===== src/rtl/acker_pkg.sv =====
// Shared widths, sensor codes and read-FSM encoding for the acquisition data-access block.
package acker_pkg;

  localparam int DATA_WIDTH_DFLT = 14;
  localparam int SENSOR_WIDTH    = 2;

  typedef enum logic [SENSOR_WIDTH-1:0] {
    SENSOR1 = 2'd0,
    SENSOR2 = 2'd1,
    SENSOR3 = 2'd2,
    SENSOR4 = 2'd3
  } sensor_e;

  typedef enum logic {
    RD_IDLE = 1'b0,
    RD_OUT  = 1'b1
  } rd_state_e;

endpackage


===== src/rtl/acker_sync_fifo.sv =====
// Power-of-two synchronous FIFO: storage, wrapping pointers and occupancy count.
// Head word is combinational; caller guarantees writes only when accepted and reads only when non-empty.
module acker_sync_fifo #(
  parameter int WIDTH = 16,
  parameter int DEPTH = 16
) (
  input  logic                   clk_i,
  input  logic                   rst_i,
  input  logic                   wr_en_i,
  input  logic [WIDTH-1:0]       wr_dat_i,
  input  logic                   rd_en_i,
  output logic [WIDTH-1:0]       head_dat_o,
  output logic [$clog2(DEPTH):0] count_o
);

  localparam int PTR_W = $clog2(DEPTH);

  logic [WIDTH-1:0] mem_q [DEPTH];
  logic [PTR_W-1:0] wr_ptr_q;
  logic [PTR_W-1:0] rd_ptr_q;
  logic [PTR_W:0]   count_q;

  always_ff @(posedge clk_i) begin
    if (rst_i) begin
      wr_ptr_q <= '0;
      rd_ptr_q <= '0;
      count_q  <= '0;
    end else begin
      if (wr_en_i) wr_ptr_q <= wr_ptr_q + PTR_W'(1);
      if (rd_en_i) rd_ptr_q <= rd_ptr_q + PTR_W'(1);
      case ({wr_en_i, rd_en_i})
        2'b10:   count_q <= count_q + (PTR_W+1)'(1);
        2'b01:   count_q <= count_q - (PTR_W+1)'(1);
        default: count_q <= count_q;
      endcase
    end
  end

  // When full, wr_ptr == rd_ptr: a same-cycle push overwrites the slot being popped, which is
  // safe because the head is read combinationally before the edge.
  always_ff @(posedge clk_i) begin
    if (!rst_i && wr_en_i) mem_q[wr_ptr_q] <= wr_dat_i;
  end

  assign head_dat_o = mem_q[rd_ptr_q];
  assign count_o    = count_q;

endmodule


===== src/rtl/acker_data_access.sv =====
// Buffers tagged sensor samples for host reads; pop-to-rd_valid latency is one cycle.
// Producer is throttled by a registered ready with one spare slot; samples arriving when truly full are dropped and flagged.
module acker_data_access
  import acker_pkg::*;
#(
  parameter int DATA_WIDTH = DATA_WIDTH_DFLT,
  parameter int DEPTH      = 16
) (
  input  logic                               clock,
  input  logic                               reset,
  input  logic [DATA_WIDTH-1:0]              da_Data_in,
  input  logic                               da_Data_in_valid,
  input  logic [SENSOR_WIDTH-1:0]            da_sensor_type,
  output logic                               da_Ready_for_Data_in,
  input  logic                               rd_req,
  output logic [DATA_WIDTH+SENSOR_WIDTH-1:0] rd_data,
  output logic                               rd_valid,
  output logic [$clog2(DEPTH):0]             fill_level,
  output logic                               overflow,
  input  logic                               clear_overflow
);

  localparam int                ENTRY_W   = DATA_WIDTH + SENSOR_WIDTH;
  localparam int                CNT_W     = $clog2(DEPTH) + 1;
  localparam logic [CNT_W-1:0]  FULL_LVL  = CNT_W'(DEPTH);
  localparam logic [CNT_W-1:0]  READY_LVL = CNT_W'(DEPTH - 2);

  logic [ENTRY_W-1:0] head;
  logic [CNT_W-1:0]   count;
  logic [CNT_W-1:0]   count_nxt;
  logic               full;
  logic               pop;
  logic               push;
  logic               drop;
  logic               ready_d;
  logic               overflow_d;

  rd_state_e          state_q;
  logic               ready_q;
  logic               overflow_q;
  logic               rd_valid_q;
  logic [ENTRY_W-1:0] rd_data_q;

  acker_sync_fifo #(
    .WIDTH (ENTRY_W),
    .DEPTH (DEPTH)
  ) u_fifo (
    .clk_i      (clock),
    .rst_i      (reset),
    .wr_en_i    (push),
    .wr_dat_i   ({da_sensor_type, da_Data_in}),
    .rd_en_i    (pop),
    .head_dat_o (head),
    .count_o    (count)
  );

  // A pop frees the slot that a same-cycle write at full would otherwise be refused.
  always_comb begin
    full       = (count == FULL_LVL);
    pop        = rd_req && (count != '0);
    push       = da_Data_in_valid && (!full || pop);
    drop       = da_Data_in_valid && full && !pop;
    count_nxt  = count + CNT_W'(push) - CNT_W'(pop);
    ready_d    = (count_nxt <= READY_LVL);
    overflow_d = clear_overflow ? 1'b0 : (overflow_q | drop);
  end

  always_ff @(posedge clock) begin
    if (reset) begin
      state_q    <= RD_IDLE;
      rd_valid_q <= 1'b0;
      rd_data_q  <= '0;
      ready_q    <= 1'b1;
      overflow_q <= 1'b0;
    end else begin
      ready_q    <= ready_d;
      overflow_q <= overflow_d;
      case (state_q)
        RD_IDLE: begin
          rd_valid_q <= pop;
          if (pop) begin
            rd_data_q <= head;
            state_q   <= RD_OUT;
          end
        end
        RD_OUT: begin
          // Another request here is served immediately for one word per cycle.
          rd_valid_q <= pop;
          if (pop) begin
            rd_data_q <= head;
            state_q   <= RD_OUT;
          end else begin
            state_q   <= RD_IDLE;
          end
        end
        default: begin
          rd_valid_q <= 1'b0;
          state_q    <= RD_IDLE;
        end
      endcase
    end
  end

  assign da_Ready_for_Data_in = ready_q;
  assign overflow             = overflow_q;
  assign rd_valid             = rd_valid_q;
  assign rd_data              = rd_data_q;
  assign fill_level           = count;

endmodule


===== config.mk =====
export PLATFORM = sky130hd
export DESIGN_NAME = acker_data_access
export DESIGN_NICKNAME = d
export VERILOG_FILES = /design/src/rtl/acker_pkg.sv /design/src/rtl/acker_sync_fifo.sv /design/src/rtl/acker_data_access.sv
export SDC_FILE = /design/constraint.sdc
export NUM_CORES = 1
export LEC_CHECK = 0
export CORE_MARGIN = 4
export CORE_UTILIZATION = 34
export CTS_CLUSTER_DIAMETER = 60
export DETAILED_ROUTE_END_ITERATION = 16
export PLACE_DENSITY_LB_ADDON = 0.3
export RECOVER_POWER = 50
export SLEW_MARGIN = 20
export SYNTH_ARGS = -nofsm -noshare
export SYNTH_HDL_FRONTEND = slang
export SYNTH_SLANG_ARGS = --single-unit
export TNS_END_PERCENT = 1

===== constraint.sdc =====
create_clock -name clock -period 4.1 [get_ports clock]
set_clock_uncertainty 0.05 [all_clocks]
set_input_delay 1.025 -clock clock [delete_from_list [all_inputs] [get_ports clock]]
set_output_delay 1.025 -clock clock [all_outputs]
set_load 0.005 [all_outputs]

==> implementation parameters <==
Parameter                              Value

Final layout
  Fraction of layout cells with a size suffix above 1    0.2319
  Cell area after layout    about 13000 µm²
  Area delta synth->final    17.76%
  Non-filler instance count after layout    between 1000 and 1500
  # diodes    0
  Post-layout net count    681

Power
  Maximum VDD drop    0.0003072 V
  Areal power density over the cells    538.5 nW/µm²
  Post-layout power    7201 µW
  Leakage power summed over all cells    roughly 0.0042 µW

Timing
  Final Hold Fails    0
  Total Negative Setup Slacks    0 ns
  Final number of setup-violating endpoints    0
  Final critical-path share of the clock period    0.8086
  Crit path setup slack, layout    0.7848 ns
  Max Clk Rate    0.3016 GHz
  Pins over their slew limit    0
  Unrepaired setup endpoints after global routing    no
  Transition at the pin with the smallest max-transition slack    1.040 ns
  Final period demand of the worst path    roughly 3.3 ns
  Worst-case headroom to the max-slew limit    0.3068

Clock tree
  Setup fix buffers added after clock tree synthesis    0
  Clock tree from TritonCTS    yes
  CTS-repair resized insts    0
  Number of H-tree levels    1
  Count of clock tree sinks    ~290
  Library cell used as clock root buffer    sky130_fd_sc_hd__clkbuf_16
  Count of hold buffers inserted by post-cts repair    0
  Clock input transition at the sequential cells of the worst setup and hold paths    0.07 ns
  Clock latency on the worst-skew pair    0.54 ns
  Num CTS Buffers    28
  CTS Buffer Depth    3

Synthesis
  Distinct cell type count of the synthesized netlist    37
  Sequential element share of the synthesized area    0.7334
  Warnings, synthesis    0
  EDFF count, synth    256
  Async S/R FF share, synth    0
  Register bit total from synthesis    288
  Dominant synthesized flop cell    sky130_fd_sc_hd__edfxtp_1
  Synth Area per Inst    approximately 20 µm²
  Synthesized instance count    565
  Synthesized Nets    roughly 600
  Cell area after technology mapping    11360 µm²

Critical path
  Family with the most delay on the worst path    simple AND/OR/NAND/NOR gates
  Crit path DAT    3.69 ns
  CP endpoint kind    flop
  Worst setup path class    flop to flop
  WP buf/inv    2
  Dominant cell type by count on the critical path    sky130_fd_sc_hd__ha_1
  Largest fanout on the critical path    7
  Required arrival time at the worst endpoint    4.48 ns
  Critical Path Slowest Stage Cell    sky130_fd_sc_hd__or3b_1
  CP Cell Sequence    inv_1 > ha_1 > or3b_1 > o21ai_0 > inv_4 > ha_1 > ha_1 > nor2b_1 > o21ai_0 > a21oi_1 > or3b_1 > mux2_2
  Setup crit start kind    flop
  Largest stage delay on the critical path    roughly 0.38 ns

Die
  Placeable Area    32700 µm²
  Die height    between 150 and 200 µm
  X dimension of the die    190.8 µm
  Placement Rows    66
  Initial standard-cell utilization of the core    0.3473
  Num ports    45
  DIE AREA    36390 µm²

Place
  Final HPWL from detailed placement    14.79 mm
  Instance area after placement    ~13000 µm²
  Placer's final routability congestion estimate    roughly 0.75
  Placement-stage worst setup slack    0.3625 ns
  Placed cell count    between 1000 and 1500
  PortBufs    44

Global routing
  Vias in the first global route    roughly 6000
  Overflow left after global routing    0
  Global router's overall resource usage    0.1366
  Number of antenna violations at the first check in global routing    0
  Wire length of the first global-routing pass    37.56 mm
  Pin count of the biggest net entering global routing    40

Routing
  Router iterations before antenna repair    4
  Routed via count    5484
  Vias/cell    4.958
  DRT Wirelength    24.46 mm
  Wire per inst    between 20 and 25 µm
  Post-detailed-route count of antenna-violating nets    0
  Number of design-rule violations left by the first detailed-router iteration    between 300 and 400
  DRC violations left    0

Run status
  Outcome    completed

Worst hold path
  Worst min-delay path class    flop to flop

Job
  Max capacitance violation total    0
==> final timing paths <==
| path | end | slack, ns | cells past startpoint | from |
|---|---|---|---|---|
| worst max register to register | u_fifo.count_o[4] | 0.78 | 12 | u_fifo.count_o[2] |
| worst min register to register | overflow | 0.47 | 2 | overflow |
| worst min-delay path | overflow | 0.47 | 2 | overflow |
| worst max-delay path | u_fifo.count_o[4] | 0.78 | 12 | u_fifo.count_o[2] |
==> flip-flops by register name, summed over array words and instances (netlist names) <==
| register | cells |
|---|---|
| da_Ready_for_Data_in | 1 |
| overflow | 1 |
| rd_data | 16 |
| rd_valid | 1 |
| u_fifo.count_o | 5 |
| u_fifo.mem_q | 256 |
| u_fifo.rd_ptr_q | 4 |
| u_fifo.wr_ptr_q | 4 |
==> logic make-up after synthesis <==
| kind of cell | Yosys count | share of synthesized area |
|---|---|---|
| buffers and inverters | 44 | 0.02160 |
| adders and majority gates | 17 | 0.02005 |
| and+or+nand+nor | 75 | 0.03647 |
| xor gates and xnor gates | 11 | 0.008484 |
| muxes | 98 | 0.1570 |
| DFF | 288 | 0.7334 |
| AOI/OAI and AO/OA | 32 | 0.02303 |
==> tightest hold or removal path: stages (launching register included) <==
cell,delay [ns]
sky130_fd_sc_hd__dfxtp_1,0.32
sky130_fd_sc_hd__a21oi_1,0.11
sky130_fd_sc_hd__nor3_1,0.05
==> synthesized netlist by cell type (8+ instances only) <==
| master | instances | area, µm² |
|---|---|---|
| sky130_fd_sc_hd__buf_2 | 11 | 55.05 |
| sky130_fd_sc_hd__dfxtp_1 | 32 | 640.6 |
| sky130_fd_sc_hd__nor2_1 | 34 | 127.6 |
| sky130_fd_sc_hd__clkbuf_1 | 8 | 30.03 |
| sky130_fd_sc_hd__o221ai_1 | 12 | 105.1 |
| sky130_fd_sc_hd__edfxtp_1 | 256 | 7687 |
| sky130_fd_sc_hd__inv_1 | 14 | 52.55 |
| sky130_fd_sc_hd__a21oi_1 | 9 | 45.04 |
| sky130_fd_sc_hd__nand3b_1 | 17 | 127.6 |
| sky130_fd_sc_hd__mux4_2 | 64 | 1441 |
| sky130_fd_sc_hd__mux2i_1 | 33 | 330.3 |
| sky130_fd_sc_hd__ha_1 | 15 | 187.7 |
==> power breakdown <==
part	switching [µW]	internal, µW	total [µW]
clock network	1050	1470	2520
registers	158	3310	3470
logic	582	631	1210
total	1790	5420	7200
==> layout by cell type, fill, tap and decap left out, types with 2 or more instances in the layout <==
cell / n
sky130_fd_sc_hd__edfxtp_1: 256
sky130_fd_sc_hd__mux2i_1: 33
sky130_fd_sc_hd__nand3b_1: 17
sky130_fd_sc_hd__ha_1: 15
sky130_fd_sc_hd__or3b_1: 2
sky130_fd_sc_hd__fa_1: 2
sky130_fd_sc_hd__nand2_1: 8
sky130_fd_sc_hd__dfxtp_1: 29
sky130_fd_sc_hd__dlygate4sd3_1: 17
sky130_fd_sc_hd__nor3_1: 3
sky130_fd_sc_hd__xor2_1: 7
sky130_fd_sc_hd__nand4_1: 2
sky130_fd_sc_hd__xnor2_1: 4
sky130_fd_sc_hd__mux4_2: 64
sky130_fd_sc_hd__dfxtp_2: 2
sky130_fd_sc_hd__a21oi_1: 9
sky130_fd_sc_hd__clkbuf_1: 12
sky130_fd_sc_hd__nor2_1: 25
sky130_fd_sc_hd__nor2_2: 9
sky130_fd_sc_hd__o221ai_2: 4
sky130_fd_sc_hd__clkinv_1: 3
sky130_fd_sc_hd__buf_12: 5
sky130_fd_sc_hd__clkinv_2: 6
sky130_fd_sc_hd__clkbuf_16: 29
sky130_fd_sc_hd__clkbuf_8: 3
sky130_fd_sc_hd__clkdlybuf4s50_1: 27
sky130_fd_sc_hd__buf_4: 23
sky130_fd_sc_hd__a21o_1: 2
sky130_fd_sc_hd__or3_1: 3
sky130_fd_sc_hd__o21ai_0: 3
sky130_fd_sc_hd__nor2b_1: 2
sky130_fd_sc_hd__inv_1: 14
sky130_fd_sc_hd__bufinv_16: 2
sky130_fd_sc_hd__o221ai_1: 12
==> final cells by class <==
| type | instances | area (µm²) |
|---|---|---|
| inverter | 15 | 58.81 |
| timing repair buffer | 77 | 732.0 |
| sequential | 288 | 8334 |
| clock buffer | 39 | 793.3 |
| tap | 442 | 553.0 |
| fill | 2932 | 19330 |
| multi-input combinational | 233 | 2791 |
| clock inverter | 12 | 110.1 |
==> routing by layer <==
metal | share of wire | global-route usage | up-vias
met2 | 0.52 | 0.2423 | 122
met4 | 0.020 | 0.03260 | 0
li1 | - | - | 2443
met1 | 0.41 | 0.1755 | 2879
met5 | 0 | 0 | -
met3 | 0.050 | 0.02362 | 40
==> metrics by stage <==
step	util	hold slack, ns
after global placement	0.3823	0.4506
after detailed placement	0.3823	0.4558
after floorplan	-	0.4391
final	0.4089	0.4693
after CTS	0.4099	0.4653
after global routing	0.4089	0.5007
No activity file was read; power rests on OpenSTA's default activity.
